`src/rtl/reg_bank_ctrl_if.sv`:
```
// Command/response bus between the datapath sequencer (master) and the
// register bank controller (slave).
interface reg_bank_ctrl_if #(
  parameter int WIDTH = 16,
  parameter int NREGS = 8
);
  localparam int AW = $clog2(NREGS);

  logic             cmd_valid;
  logic             cmd_ready;
  logic [1:0]       op;
  logic [AW-1:0]    src;
  logic [AW-1:0]    dest;
  logic [WIDTH-1:0] data_in;
  logic [WIDTH-1:0] data_out;
  logic             done;
  logic             err;

  modport master (
    output cmd_valid, op, src, dest, data_in,
    input  cmd_ready, data_out, done, err
  );

  modport slave (
    input  cmd_valid, op, src, dest, data_in,
    output cmd_ready, data_out, done, err
  );
endinterface

```
`src/rtl/reg_bank_ctrl.sv`:
```
// Register bank of NREGS x WIDTH driven by IN / MOVE / SWAP / READ commands;
// SWAP runs in three steps through an internal temporary register.
module reg_bank_ctrl #(
  parameter int WIDTH = 16,
  parameter int NREGS = 8
) (
  input logic           clk,
  input logic           rst,
  reg_bank_ctrl_if.slave bus
);
  localparam int AW = $clog2(NREGS);
  localparam logic [AW:0] NREGS_W = (AW+1)'(NREGS);

  localparam logic [1:0] OP_IN   = 2'b00;
  localparam logic [1:0] OP_MOVE = 2'b01;
  localparam logic [1:0] OP_SWAP = 2'b10;
  localparam logic [1:0] OP_READ = 2'b11;

  typedef enum logic [1:0] {IDLE, EXEC, SWAP2, SWAP3} state_t;

  state_t           state_reg, state_next;
  logic [1:0]       op_reg;
  logic [AW-1:0]    src_reg, dest_reg;
  logic [WIDTH-1:0] din_reg;
  logic [WIDTH-1:0] tmp_reg;
  logic [WIDTH-1:0] data_out_reg;
  logic             done_reg, err_reg;
  logic [WIDTH-1:0] regs [NREGS];

  logic             cmd_ready_int;
  logic             accept;
  logic             src_ok, dest_ok, cmd_ok;
  logic [WIDTH-1:0] src_val, dest_val;

  logic             wr_en;
  logic [AW-1:0]    wr_idx;
  logic [WIDTH-1:0] wr_data;
  logic [NREGS-1:0] wr_sel;
  logic             tmp_load;
  logic             dout_load;
  logic [WIDTH-1:0] dout_val;
  logic             done_next, err_next;

  // Ready is gated by rst directly so it is low for the whole reset window.
  assign cmd_ready_int = (state_reg == IDLE) && !rst;
  assign accept        = bus.cmd_valid && cmd_ready_int;

  assign src_ok  = {1'b0, src_reg}  < NREGS_W;
  assign dest_ok = {1'b0, dest_reg} < NREGS_W;

  always_comb begin
    cmd_ok = 1'b0;
    case (op_reg)
      OP_IN:   cmd_ok = dest_ok;
      OP_READ: cmd_ok = src_ok;
      default: cmd_ok = src_ok && dest_ok;
    endcase
  end

  assign src_val  = src_ok  ? regs[src_reg]  : '0;
  assign dest_val = dest_ok ? regs[dest_reg] : '0;

  always_ff @(posedge clk) begin
    if (rst) begin
      op_reg   <= OP_IN;
      src_reg  <= '0;
      dest_reg <= '0;
      din_reg  <= '0;
    end else if (accept) begin
      op_reg   <= bus.op;
      src_reg  <= bus.src;
      dest_reg <= bus.dest;
      din_reg  <= bus.data_in;
    end
  end

  always_ff @(posedge clk) begin
    if (rst) begin
      state_reg <= IDLE;
    end else begin
      state_reg <= state_next;
    end
  end

  always_comb begin
    state_next = state_reg;
    case (state_reg)
      IDLE:    if (accept) state_next = EXEC;
      EXEC:    state_next = (cmd_ok && op_reg == OP_SWAP) ? SWAP2 : IDLE;
      SWAP2:   state_next = SWAP3;
      SWAP3:   state_next = IDLE;
      default: state_next = IDLE;
    endcase
  end

  // Illegal commands complete straight from EXEC without touching any state.
  always_comb begin
    wr_en     = 1'b0;
    wr_idx    = '0;
    wr_data   = '0;
    tmp_load  = 1'b0;
    dout_load = 1'b0;
    dout_val  = '0;
    done_next = 1'b0;
    err_next  = 1'b0;
    case (state_reg)
      EXEC: begin
        done_next = !(cmd_ok && op_reg == OP_SWAP);
        err_next  = !cmd_ok;
        if (cmd_ok) begin
          case (op_reg)
            OP_IN: begin
              wr_en     = 1'b1;
              wr_idx    = dest_reg;
              wr_data   = din_reg;
              dout_load = 1'b1;
              dout_val  = din_reg;
            end
            OP_MOVE: begin
              wr_en     = 1'b1;
              wr_idx    = dest_reg;
              wr_data   = src_val;
              dout_load = 1'b1;
              dout_val  = src_val;
            end
            OP_READ: begin
              dout_load = 1'b1;
              dout_val  = src_val;
            end
            default: tmp_load = 1'b1;
          endcase
        end
      end
      SWAP2: begin
        wr_en   = 1'b1;
        wr_idx  = src_reg;
        wr_data = dest_val;
      end
      SWAP3: begin
        wr_en     = 1'b1;
        wr_idx    = dest_reg;
        wr_data   = tmp_reg;
        dout_load = 1'b1;
        dout_val  = tmp_reg;
        done_next = 1'b1;
      end
      default: ;
    endcase
  end

  always_ff @(posedge clk) begin
    if (rst) begin
      tmp_reg      <= '0;
      data_out_reg <= '0;
      done_reg     <= 1'b0;
      err_reg      <= 1'b0;
    end else begin
      if (tmp_load)  tmp_reg      <= src_val;
      if (dout_load) data_out_reg <= dout_val;
      done_reg <= done_next;
      err_reg  <= err_next;
    end
  end

  genvar gi;
  generate
    for (gi = 0; gi < NREGS; gi++) begin : g_wr_sel
      assign wr_sel[gi] = wr_en && (wr_idx == AW'(gi));
    end
  endgenerate

  always_ff @(posedge clk) begin
    for (int i = 0; i < NREGS; i++) begin
      if (rst) begin
        regs[i] <= '0;
      end else if (wr_sel[i]) begin
        regs[i] <= wr_data;
      end
    end
  end

  assign bus.cmd_ready = cmd_ready_int;
  assign bus.data_out  = data_out_reg;
  assign bus.done      = done_reg;
  assign bus.err       = err_reg;
endmodule

```
`src/flat_wrapper.sv`:
```
// flat-port wrapper written by rule: the top's interface ports become plain ports
module reg_bank_ctrl_flat 
#(
  parameter int WIDTH = 16,
  parameter int NREGS = 8
)
  (clk, rst, bus_cmd_valid, bus_op, bus_src, bus_dest, bus_data_in, bus_cmd_ready, bus_data_out, bus_done, bus_err);
  reg_bank_ctrl_if #(.WIDTH(WIDTH), .NREGS(NREGS)) bus_i ();
  input logic clk;
  input logic rst;
  input wire logic [$bits(bus_i.cmd_valid)-1:0] bus_cmd_valid;
  input wire logic [$bits(bus_i.op)-1:0] bus_op;
  input wire logic [$bits(bus_i.src)-1:0] bus_src;
  input wire logic [$bits(bus_i.dest)-1:0] bus_dest;
  input wire logic [$bits(bus_i.data_in)-1:0] bus_data_in;
  output wire logic [$bits(bus_i.cmd_ready)-1:0] bus_cmd_ready;
  output wire logic [$bits(bus_i.data_out)-1:0] bus_data_out;
  output wire logic [$bits(bus_i.done)-1:0] bus_done;
  output wire logic [$bits(bus_i.err)-1:0] bus_err;
  assign bus_i.cmd_valid = bus_cmd_valid;
  assign bus_i.op = bus_op;
  assign bus_i.src = bus_src;
  assign bus_i.dest = bus_dest;
  assign bus_i.data_in = bus_data_in;
  assign bus_cmd_ready = bus_i.cmd_ready;
  assign bus_data_out = bus_i.data_out;
  assign bus_done = bus_i.done;
  assign bus_err = bus_i.err;
  reg_bank_ctrl #(.WIDTH(WIDTH), .NREGS(NREGS)) u_core (.clk(clk), .rst(rst), .bus(bus_i));
endmodule
```
`config.mk`:
```
export PLATFORM = sky130hd
export DESIGN_NAME = reg_bank_ctrl_flat
export DESIGN_NICKNAME = d
export VERILOG_FILES = /design/src/rtl/reg_bank_ctrl_if.sv /design/src/rtl/reg_bank_ctrl.sv /design/src/flat_wrapper.sv
export SDC_FILE = /design/constraint.sdc
export NUM_CORES = 1
export LEC_CHECK = 0
export CAP_MARGIN = 20
export CORE_ASPECT_RATIO = 0.7
export CORE_MARGIN = 1
export CORE_UTILIZATION = 45
export CTS_BUF_LIST = sky130_fd_sc_hd__clkbuf_16
export DETAILED_ROUTE_END_ITERATION = 10
export RECOVER_POWER = 100
export SYNTH_ARGS = -nofsm -noshare
export SYNTH_HDL_FRONTEND = slang
export SYNTH_SLANG_ARGS = --single-unit
```
`constraint.sdc`:
```
create_clock -name clk -period 1.92 [get_ports clk]
set_input_delay 0.192 -clock clk [delete_from_list [all_inputs] [get_ports clk]]
set_output_delay 0.192 -clock clk [all_outputs]
set_load 0.03 [all_outputs]
```
Word-level counts from Yosys, hierarchy flattened:

Memory sizes are Yosys's and may differ from the RTL's. A register that Yosys moved wholly into a read port is not among the register bits.
Index checks and enable logic that the tools add are counted.

* bits in registers: 59
* bits in writable memories: 128
* bits of input ports: 27
* output and inout port bits: 19
* memories: 1

* equality and inequality tests: 14
* mux-type cells: 54
* bitwise gates (word level): 8
* reduce and logical (&&, ||, !) cells: 19

Memories
* u_core.regs: words 8, width 16, rd ports 2, clocked after memory_dff 2, wr ports 8, line reg_bank_ctrl.sv:28 `logic [WIDTH-1:0] regs [NREGS];`

Operators with widths (count)
* two-way mux 16 bit: 8
* one-hot mux 16 bit (2 select lines): 3
* one-hot mux 16 bit (3 select lines): 1
* two-way mux 1 bit: 30
* two-way mux 3 bit: 5
* equality test 3 bit, second input constant: 4
* logical AND 1 bit: 10
* one-hot mux 3 bit (3 select lines): 1
* equality test 2 bit, second input constant: 4
* bitwise OR 1 bit: 8
* one-hot mux 2 bit (4 select lines): 1
* equality test 3 x 2 -> 1 bit, second input constant: 2
* one-hot mux 1 bit (2 select lines): 3
* OR reduction 2 bit: 3
* equality test 2 x 1 -> 1 bit, second input constant: 2
* zero test 2 bit: 2
* two-way mux 2 bit: 2
* equality test 3 x 1 -> 1 bit, second input constant: 1
* zero test 3 bit: 1
* OR reduction 3 bit: 1
* zero test 1 bit: 2
* != test 2 x 1 -> 1 bit, second input constant: 1

Depth between registers and ports, before layout:

Gate-level depths: netlist (run 1).

* depth in word-level cells: 10
* depth in mapped cells: 8

Least setup slack after synthesis (run 1):

No wires, ideal clock.

* path type: register -> register
* start point: register with a tool-made name
* end point: register with a tool-made name
* arrival time: 1.897 ns
* data required time: 1.822 ns
* slack: -0.075 ns
* cell stages (with the launch flop): 9
* path buffers: 3
* clock period less this slack: 1.995 ns
* cells stage by stage: dfxtp_1 > or2_2 > buf_2 > nor2_1 > and2_1 > buf_4 > buf_4 > nand2_1 > o31ai_1

==> flow_summary.yaml, run 1 <==
finish:
  num_antenna_cells: 0
  utilization: 0.5920
  drive_above_1_share: 0.2621
  syn_to_final_growth_pct: 26.48
  top_register: "u_core.regs"
  final_cell_area_um2: 12510
  n_fill_cell: 1749
  final_nets: 1044
  largest_register_ffs: 128
global_routing:
  grt_remaining_overflow: 0
  grt_use_total: 0.2744
  antenna_found_initial: 0
  grt_pass1_wl_um: 45100
  grt_max_degree: 39
  grt_pass1_vias: 7585
setup_path:
  cp.arrival_ps: 2220
  max_stage_delay_ps: 390
  cp-start-kind: "register"
  cp_max_fo: 8
  critPathCaptureType: "register"
  path_cells: "nor2b_1, buf_4, buf_4, a22o_1, o21ai_1, o2111ai_4, nor2_1"
  critical_path_class: "reg -> reg"
  slowest_stage: "dfxtp_1"
  cp_common_cell: "buf_4"
  critPathRequiredTime_ps: 2210
timing:
  setup_slack_ps: -11.37
  hold_ws_ps: 238.0
  setup_tns_ps: -13.84
  period_needed_ps: 1931
  fmax_ghz: 0.5178
  setup_viol: 2
  rsz0062_at_grt: "true"
  hold_viol: 0
  slew_headroom: 0.6060
  fin_skew_ps: 8.358
  fin_crit_sh: 1.006
  slew_viol_final: 0
  tightest_slew_ps: 586.0
clock_network:
  cts_num_sinks: 193
  cts_tree: "yes"
  cts_buffers: 17
  holdBufCountCts: 0
  clock-root-buffer: "clkbuf_16"
  clk_pin_slew_worst_paths_ps: 70
  clk-insertion-delay-late_ps: 450
  cts.path.max_buffers: 2
  h-tree-depth: 4
floorplan:
  die_x_um: 179.2
  initial_core_util: 0.4680
  die-area_um2: 22590
  coreArea_um2: 21140
  io_pins: 46
  fp.dieH_um: 126.1
  placementRows: 44
drt:
  drtAntennaViolNets: 0
  drt_iter0_drc: 835
  drt_wl_total_um: 30470
  routed-via-count: 7818
  via_per_inst: 5.986
  drc: 2
  drtPass1Iterations: 8
  avgRoutedWirePerCell_um: 23.33
placement:
  numPortBuffers: 44
  routabilityCongestion: 0.8504
  postPlaceCellArea_um2: 11390
  dp_hpwl_um: 19860
logic_synthesis:
  synth_top_area_frac: 0.3885
  synth_edf_count: 128
  synth.distinct_cells: 50
  netlist_area_um2: 9894
  ys_seq_area_frac: 0.5200
  syn_nets: 944
  yosysTopAreaCell: "edfxtp_1"
  synth_area_leaders: "edfxtp_1 39%, dfxtp_1 13%, mux2i_1 7.8%, nor2_1 5.8%, mux2_2 5.8%"
  ys_ff_latch: 193
  syn_avg_cell_area_um2: 10.79
  synth_flop_cell: "edfxtp_1"
  async_reset_ff_frac: 0
  synth_cells: 917
  ys_warn_count: 0
min_path:
  hold_class: "in -> reg"
status:
  violations: "design-rule violations, negative setup slack"
  outcome: "complete, but fails checks"
pwr:
  leakage_uw: 0.004363
  peakVddDrop_uv: 694.8
  power_density_nw_per_um2: 847.0
job:
  cap_violations: 0
==> power by group <==
| part | switching, uW | total [uW] | internal [uW] |
|---|---|---|---|
| clock network | 1710 | 3660 | 1950 |
| registers | 152 | 4780 | 4630 |
| logic | 1220 | 2160 | 943 |
| total | 3080 | 10600 | 7520 |
==> kinds of logic (layout without fill, tap and decap cells) <==
logic type | Yosys count | in the layout | share of synthesized area
other | 1 | 1 | 0.0003790
muxes | 129 | 129 | 0.1371
buffers and inverters | 76 | 189 | 0.04249
DFF | 193 | 193 | 0.5200
and+or+nand+nor | 293 | 293 | 0.1271
AOI/OAI and AO/OA | 225 | 225 | 0.1730
==> stage by stage <==
stage	total power, uW	setup WS [ps]	instances
2_1_floorplan	5997	30.69	917
3_3_place_gp	6748	-46.49	1266
3_5_place_dp	6765	-103.9	1266
4_1_cts	10530	-17.28	1303
5_1_grt	10940	-77.64	1306
6_report	10600	-11.37	1306
==> cell type report <==
cell class              instances  area, um2  share of cell area
clock buffers                  17      425.4             0.03399
multi-input cells             648       4733              0.3782
well taps                     276      345.3             0.02759
clock inverters                15      171.4             0.01370
flip-flops and latches        193       5156              0.4120
repair buffers                150       1657              0.1324
inverters                       7      26.28            0.002100
==> critical path, delay by kind of cell, from the launching register on <==
kind / cells / cell delay, ps
DFF: 1 / 390
buffers and inverters: 2 / 340
and+or+nand+nor: 2 / 380
AOI/OAI and AO/OA: 3 / 660
==> cell usage after synthesis, drive strengths merged, types with 29 or more instances <==
cell    instances
nand2          80
nor2          154
a22oi          32
a21oi          38
edfxtp        128
dfxtp          65
o22ai          36
clkbuf         29
mux2           52
buf            40
mux2i          77
o21ai          38
==> metal layers <==
layer / vias up / part of all wire / GRT usage
met5: - / 0 / 0
met4: 0 / 0.023 / 0.1028
met3: 51 / 0.072 / 0.04076
met2: 337 / 0.44 / 0.4056
met1: 3834 / 0.46 / 0.4040
li1: 3596 / - / -
==> worst paths after layout <==
kind / cells after the start / startpoint / to / slack, ps
max reg2reg: 7 / register / u_core.regs[5][4]$_SDFFCE_PN0P_ / -10
min: 4 / rst / u_core.bus.data_out[5]$_SDFFE_PP0P_ / 240
max: 7 / register / u_core.regs[5][4]$_SDFFCE_PN0P_ / -10
min reg2reg: 1 / u_core.state_reg[0]$_SDFFE_PP0P_ / u_core.state_reg[0]$_SDFFE_PP0P_ / 480
==> cell usage in the layout (no fill, tap or decap), drive strengths merged, types with 18 or more instances in the layout <==
cell type        n
nor2           154
nand2b          25
buf            100
mux2i           77
a22o            18
clkdlybuf4s50   25
a21oi           38
edfxtp         128
dfxtp           65
o21ai           38
a22oi           32
nand2           80
o22ai           36
mux2            52
clkbuf          25
==> repair_timing <==
action / in CTS / in global routing
buffers inserted: 2 / 2
endpoints found under the hold margin: 0 / 0
gates resized for setup: 43 / 44
setup endpoints to repair: 124 / 233
pin swaps: 7 / 14
cloned: 3 / 2
Power figures use the tool's default switching activity.
==> inputs of run 2 (changes only) <==
--- a/config.mk
+++ b/config.mk
@@ -11,6 +11,7 @@
 export CORE_UTILIZATION = 45
 export CTS_BUF_LIST = sky130_fd_sc_hd__clkbuf_16
 export DETAILED_ROUTE_END_ITERATION = 10
+export PLACE_DENSITY_LB_ADDON = 0.3
 export RECOVER_POWER = 100
 export SYNTH_ARGS = -nofsm -noshare
 export SYNTH_HDL_FRONTEND = slang
==> run 2 against run 1 <==
The flow finishes with violations (negative setup slack); first-iteration DRC count is 30% higher; clock power is 4% lower; register-to-register slack worse by 30 ps; clock skew is 3.3 ps higher; sequential power hardly changed; critical path depth is 1 higher; power is 1.7% higher; die area stayed put; global-route usage is 0.23 points lower.
==> flow_summary.yaml, run 2 (same netlist as run 1, synthesis figures left out) <==
placement:
  routabilityCongestion: 0.8966
  numPortBuffers: 44
  post-place-cells: 1266
  postPlaceCellArea_um2: 11350
  dp_hpwl_um: 20210
timing:
  rsz0062_at_grt: "true"
  setup_slack_ps: -43.04
  fin_skew_ps: 11.63
  slew_headroom: 0.5927
  hold_viol: 0
  period_needed_ps: 1963
  tightest_slew_ps: 608.7
  fmax_ghz: 0.5094
  slew_viol_final: 0
  fin_crit_sh: 1.022
  setup_tns_ps: -322.9
  hold_ws_ps: 249.7
  setup_viol: 16
status:
  violations: "negative setup slack"
  outcome: "complete, but fails checks"
finish:
  n_fill_cell: 1662
  instances_no_fill: 1322
  num_antenna_cells: 0
  top_register: "u_core.regs"
  final_nets: 1060
  drive_above_1_share: 0.3050
  largest_register_ffs: 128
  register_area_um2: 5156
  most-common-layout-cells: "140 x nor2_1, 128 x edfxtp_1, 76 x nand2_1, 73 x mux2i_1, 72 x buf_4"
  multi_input_area_um2: 5106
  syn_to_final_growth_pct: 32.16
  final_common_cell: "nor2_1"
  final_cell_area_um2: 13080
setup_path:
  cp_max_fo: 8
  rrSetupSlack_ps: -40
  cp.arrival_ps: 2280
  critPathCaptureType: "register"
  critical_path_class: "reg -> reg"
  critPathRequiredTime_ps: 2240
  regToRegEndpoint: "u_core.regs[3][1]$_SDFFCE_PN0P_"
  crit_path_end: "u_core.regs[3][1]$_SDFFCE_PN0P_"
  cp-start-kind: "register"
  worstRegToRegCells: 8
global_routing:
  grt_pass1_vias: 7725
  grt_pass1_wl_um: 44930
  grt_use_total: 0.2722
  grt_remaining_overflow: 0
  antenna_found_initial: 0
  grt_max_degree: 40
pwr:
  power_density_nw_per_um2: 824.6
  peakVddDrop_uv: 711.1
  leakage_uw: 0.004508
  power_uw: 10780
drt:
  via_per_inst: 6.216
  routed-via-count: 8217
  drt_wl_total_um: 31820
  drt_iter0_drc: 1086
  avgRoutedWirePerCell_um: 24.07
  drc: 0
  drtAntennaViolNets: 0
  drtPass1Iterations: 7
clock_network:
  clk-insertion-delay-late_ps: 450
  cts.path.max_buffers: 2
  cts_tree: "yes"
  clock-root-buffer: "clkbuf_16"
  holdBufCountCts: 0
  h-tree-depth: 4
  clk_pin_slew_worst_paths_ps: 70
  cts_buffers: 17
  cts_num_sinks: 193
floorplan:
  placementRows: 44
  die-area_um2: 22590
  io_pins: 46
  coreArea_um2: 21140
  fp.dieH_um: 126.1
  die_x_um: 179.2
  initial_core_util: 0.4680
min_path:
  hold_class: "in -> reg"
job:
  cap_violations: 0
-- run 2: cell count changes in the layout (fill, tap and decap cells not counted), sizes merged --
cell / change
buf: +17
clkdlybuf4s50: +16
dlygate4sd3: -16
clkinvlp: -4
clkinv: +3
inv: +2
bufinv: -1
clkbuf: -1
-- run 2: layout make-up --
cell class,count,area share
Sequential cell,193,0.3943
Clock buffer,17,0.03253
Multi-Input combinational cell,648,0.3905
Clock inverter,15,0.01158
Timing Repair Buffer,166,0.1427
Inverter,7,0.002009
Tap cell,276,0.02641
-- run 2: where the power goes --
| group | switching [uW] | internal [uW] |
|---|---|---|
| registers | 168 | 4630 |
| clock network | 1700 | 1830 |
| logic | 1350 | 1110 |
-- run 2: metal layers --
layer,vias up,part of all wire,global-route usage
met1,4106,0.43,0.4025
met3,48,0.089,0.04650
li1,3636,-,-
met4,0,0.019,0.09145
met2,427,0.46,0.4011
met5,-,0,0
-- run 2: critical path: stages, from the launching register on --
cell       delay (ps)
dfxtp_4           370
buf_6             120
clkbuf_16         150
buf_8             120
mux2i_4           180
a221oi_4          420
o221ai_4          180
buf_12            180
nor2_2             90
-- run 2: how the worst min path moves through the flow --
| stage | from | end | slack [ps] | depth (start not counted) |
|---|---|---|---|---|
| finish | rst | register | 250 | 3 |
| detailed placement | u_core.tmp_reg[5]$_SDFFE_PP0P_ | u_core.tmp_reg[5]$_SDFFE_PP0P_ | 460 | 2 |
| CTS | rst | register | 250 | 3 |
| global route | rst | register | 280 | 3 |
| floorplan | bus_op[0] | u_core.op_reg[0]$_SDFFE_PP0P_ | 300 | 2 |
| global placement | u_core.tmp_reg[9]$_SDFFE_PP0P_ | u_core.tmp_reg[9]$_SDFFE_PP0P_ | 450 | 2 |
-- run 2: metrics by stage --
stage | util | setup WS [ps]
floorplan | - | 30.69
global placement | 0.5360 | -345.6
detailed placement | 0.5368 | -151.6
CTS | 0.5770 | -24.55
global route | 0.6185 | -118.4
finish | 0.6185 | -43.04
-- run 2: timing repair --
item,4_1_cts,5_1_grt
setup buffers,0,18
setup endpoints to repair,111,215
gates cloned,2,6
gates resized for setup,40,119
pin swaps,6,68
==> inputs of run 3 (changes only) <==
--- a/config.mk
+++ b/config.mk
@@ -8,10 +8,10 @@
 export CAP_MARGIN = 20
 export CORE_ASPECT_RATIO = 0.7
 export CORE_MARGIN = 1
-export CORE_UTILIZATION = 45
+export CORE_UTILIZATION = 55
 export CTS_BUF_LIST = sky130_fd_sc_hd__clkbuf_16
 export DETAILED_ROUTE_END_ITERATION = 10
-export PLACE_DENSITY_LB_ADDON = 0.3
+export PLACE_DENSITY = 0.77
 export RECOVER_POWER = 100
 export SYNTH_ARGS = -nofsm -noshare
 export SYNTH_HDL_FRONTEND = slang
==> run 3 against run 2 <==
The flow now finishes without violations; core utilization grew 10 points; combinational power is 8.2% lower; clock skew down 4.8 ps; critical endpoint is now u_core.regs[3][13]$_SDFFCE_PN0P_; largest cell class unchanged; highest routed layer unchanged; count of clock-buffer cells in the layout grew 2; first-iteration DRC count is 6.8% lower; critical path depth shrank 3; critical path type unchanged; worst hold slack improved by 12 ps.
==> flow_summary.yaml, run 3 (same netlist as run 1, synthesis figures left out) <==
floorplan:
  initial_core_util: 0.5697
  die-area_um2: 18540
  fp.dieH_um: 114.2
  placementRows: 40
  io_pins: 46
  coreArea_um2: 17370
  die_x_um: 162.3
setup_path:
  cp-start-kind: "register"
  cp_max_fo: 16
  critical_path_class: "reg -> reg"
  critPathRequiredTime_ps: 2060
  cp.arrival_ps: 2060
  critPathCaptureType: "register"
drt:
  routed-via-count: 8261
  drt_iter0_drc: 1012
  via_per_inst: 6.551
  drt_wl_total_um: 31110
  avgRoutedWirePerCell_um: 24.67
  drtAntennaViolNets: 0
  drtPass1Iterations: 9
  drc: 0
timing:
  rsz0062_at_grt: "true"
  slew_viol_final: 0
  hold_ws_ps: 261.7
  fin_skew_ps: 6.870
  period_needed_ps: 1913
  setup_slack_ps: 7.021
  fin_crit_sh: 0.9963
  hold_viol: 0
  fmax_ghz: 0.5227
  tightest_slew_ps: 567.2
  setup_tns_ps: 0
  slew_headroom: 0.6205
  setup_viol: 0
finish:
  top_register: "u_core.regs"
  final_nets: 1044
  final_common_cell: "nor2_1"
  final_cell_area_um2: 12490
  drive_above_1_share: 0.2641
  num_antenna_cells: 0
  utilization: 0.7194
  n_fill_cell: 1128
  syn_to_final_growth_pct: 26.26
  most-common-layout-cells: "145 x nor2_1, 128 x edfxtp_1, 78 x nand2_1, 77 x mux2i_1, 71 x buf_4"
  largest_register_ffs: 128
clock_network:
  holdBufCountCts: 0
  clk_pin_slew_worst_paths_ps: 70
  cts_tree: "yes"
  cts_num_sinks: 193
  cts_buffers: 17
  clock-root-buffer: "clkbuf_16"
  cts.path.max_buffers: 2
  clk-insertion-delay-late_ps: 450
  h-tree-depth: 4
placement:
  postPlaceCellArea_um2: 11230
  numPortBuffers: 44
  dp_slack_ps: -76.47
  dp_hpwl_um: 19440
  routabilityCongestion: 0.8877
job:
  cap_violations: 0
global_routing:
  grt_use_total: 0.3275
  antenna_found_initial: 0
  grt_remaining_overflow: 0
  grt_pass1_wl_um: 44390
  grt_pass1_vias: 7873
  grt_max_degree: 39
pwr:
  leakage_uw: 0.004357
  peakVddDrop_uv: 567.3
  power_density_nw_per_um2: 836.2
min_path:
  hold_class: "in -> reg"
status:
  outcome: "finished clean"
## run 3: cell type report
type,count,area [um2],area share
timing repair buffer,150,1675,0.1341
clock inverter,13,85.08,0.006810
multi-input combinational,648,4786,0.3831
clock buffer,19,475.5,0.03806
inverter,7,26.28,0.002103
tap,231,289.0,0.02313
sequential,193,5156,0.4127
## run 3: power breakdown
part	total [uW]	switching [uW]	internal, uW
combinational	2250	1280	974
clock	3410	1600	1810
sequential	4790	157	4630
total	10400	3040	7410
## run 3: final timing paths
kind	slack, ps	start	cells after the start	endpoint
worst min-delay path	260	rst	2	u_core.dest_reg[2]$_SDFFE_PP0P_
worst max register to register	7	register	5	u_core.regs[3][13]$_SDFFCE_PN0P_
worst max-delay path	7	register	5	u_core.regs[3][13]$_SDFFCE_PN0P_
worst min register to register	480	u_core.tmp_reg[15]$_SDFFE_PP0P_	2	u_core.tmp_reg[15]$_SDFFE_PP0P_
## run 3: stage by stage
| step | std cells | total power [uW] |
|---|---|---|
| floorplan | 917 | 5997 |
| global placement | 1212 | 6670 |
| detailed placement | 1212 | 6725 |
| CTS | 1244 | 10130 |
| global route | 1261 | 10730 |
| finish | 1261 | 10450 |
## run 3: critical path, cell delays in order, from the launching register on
cell     delay [ps]
dfxtp_1         400
nor2b_1         320
a32oi_2         120
nor2_1          330
a21o_1          220
buf_12          210
## run 3: timing repair
action	in CTS	in global routing
setup buffers	0	13
gates cloned	0	4
pin swaps	0	31
endpoints found under the setup margin	126	238
resized for setup	25	67
## run 3: routing by layer
layer  part of all wire  vias up  GRT usage
li1                   -     3588          -
met1               0.40     4040     0.4354
met2               0.45      531     0.5151
met3               0.10      102    0.07497
met4              0.041        0     0.1434
met5                  0        -          0
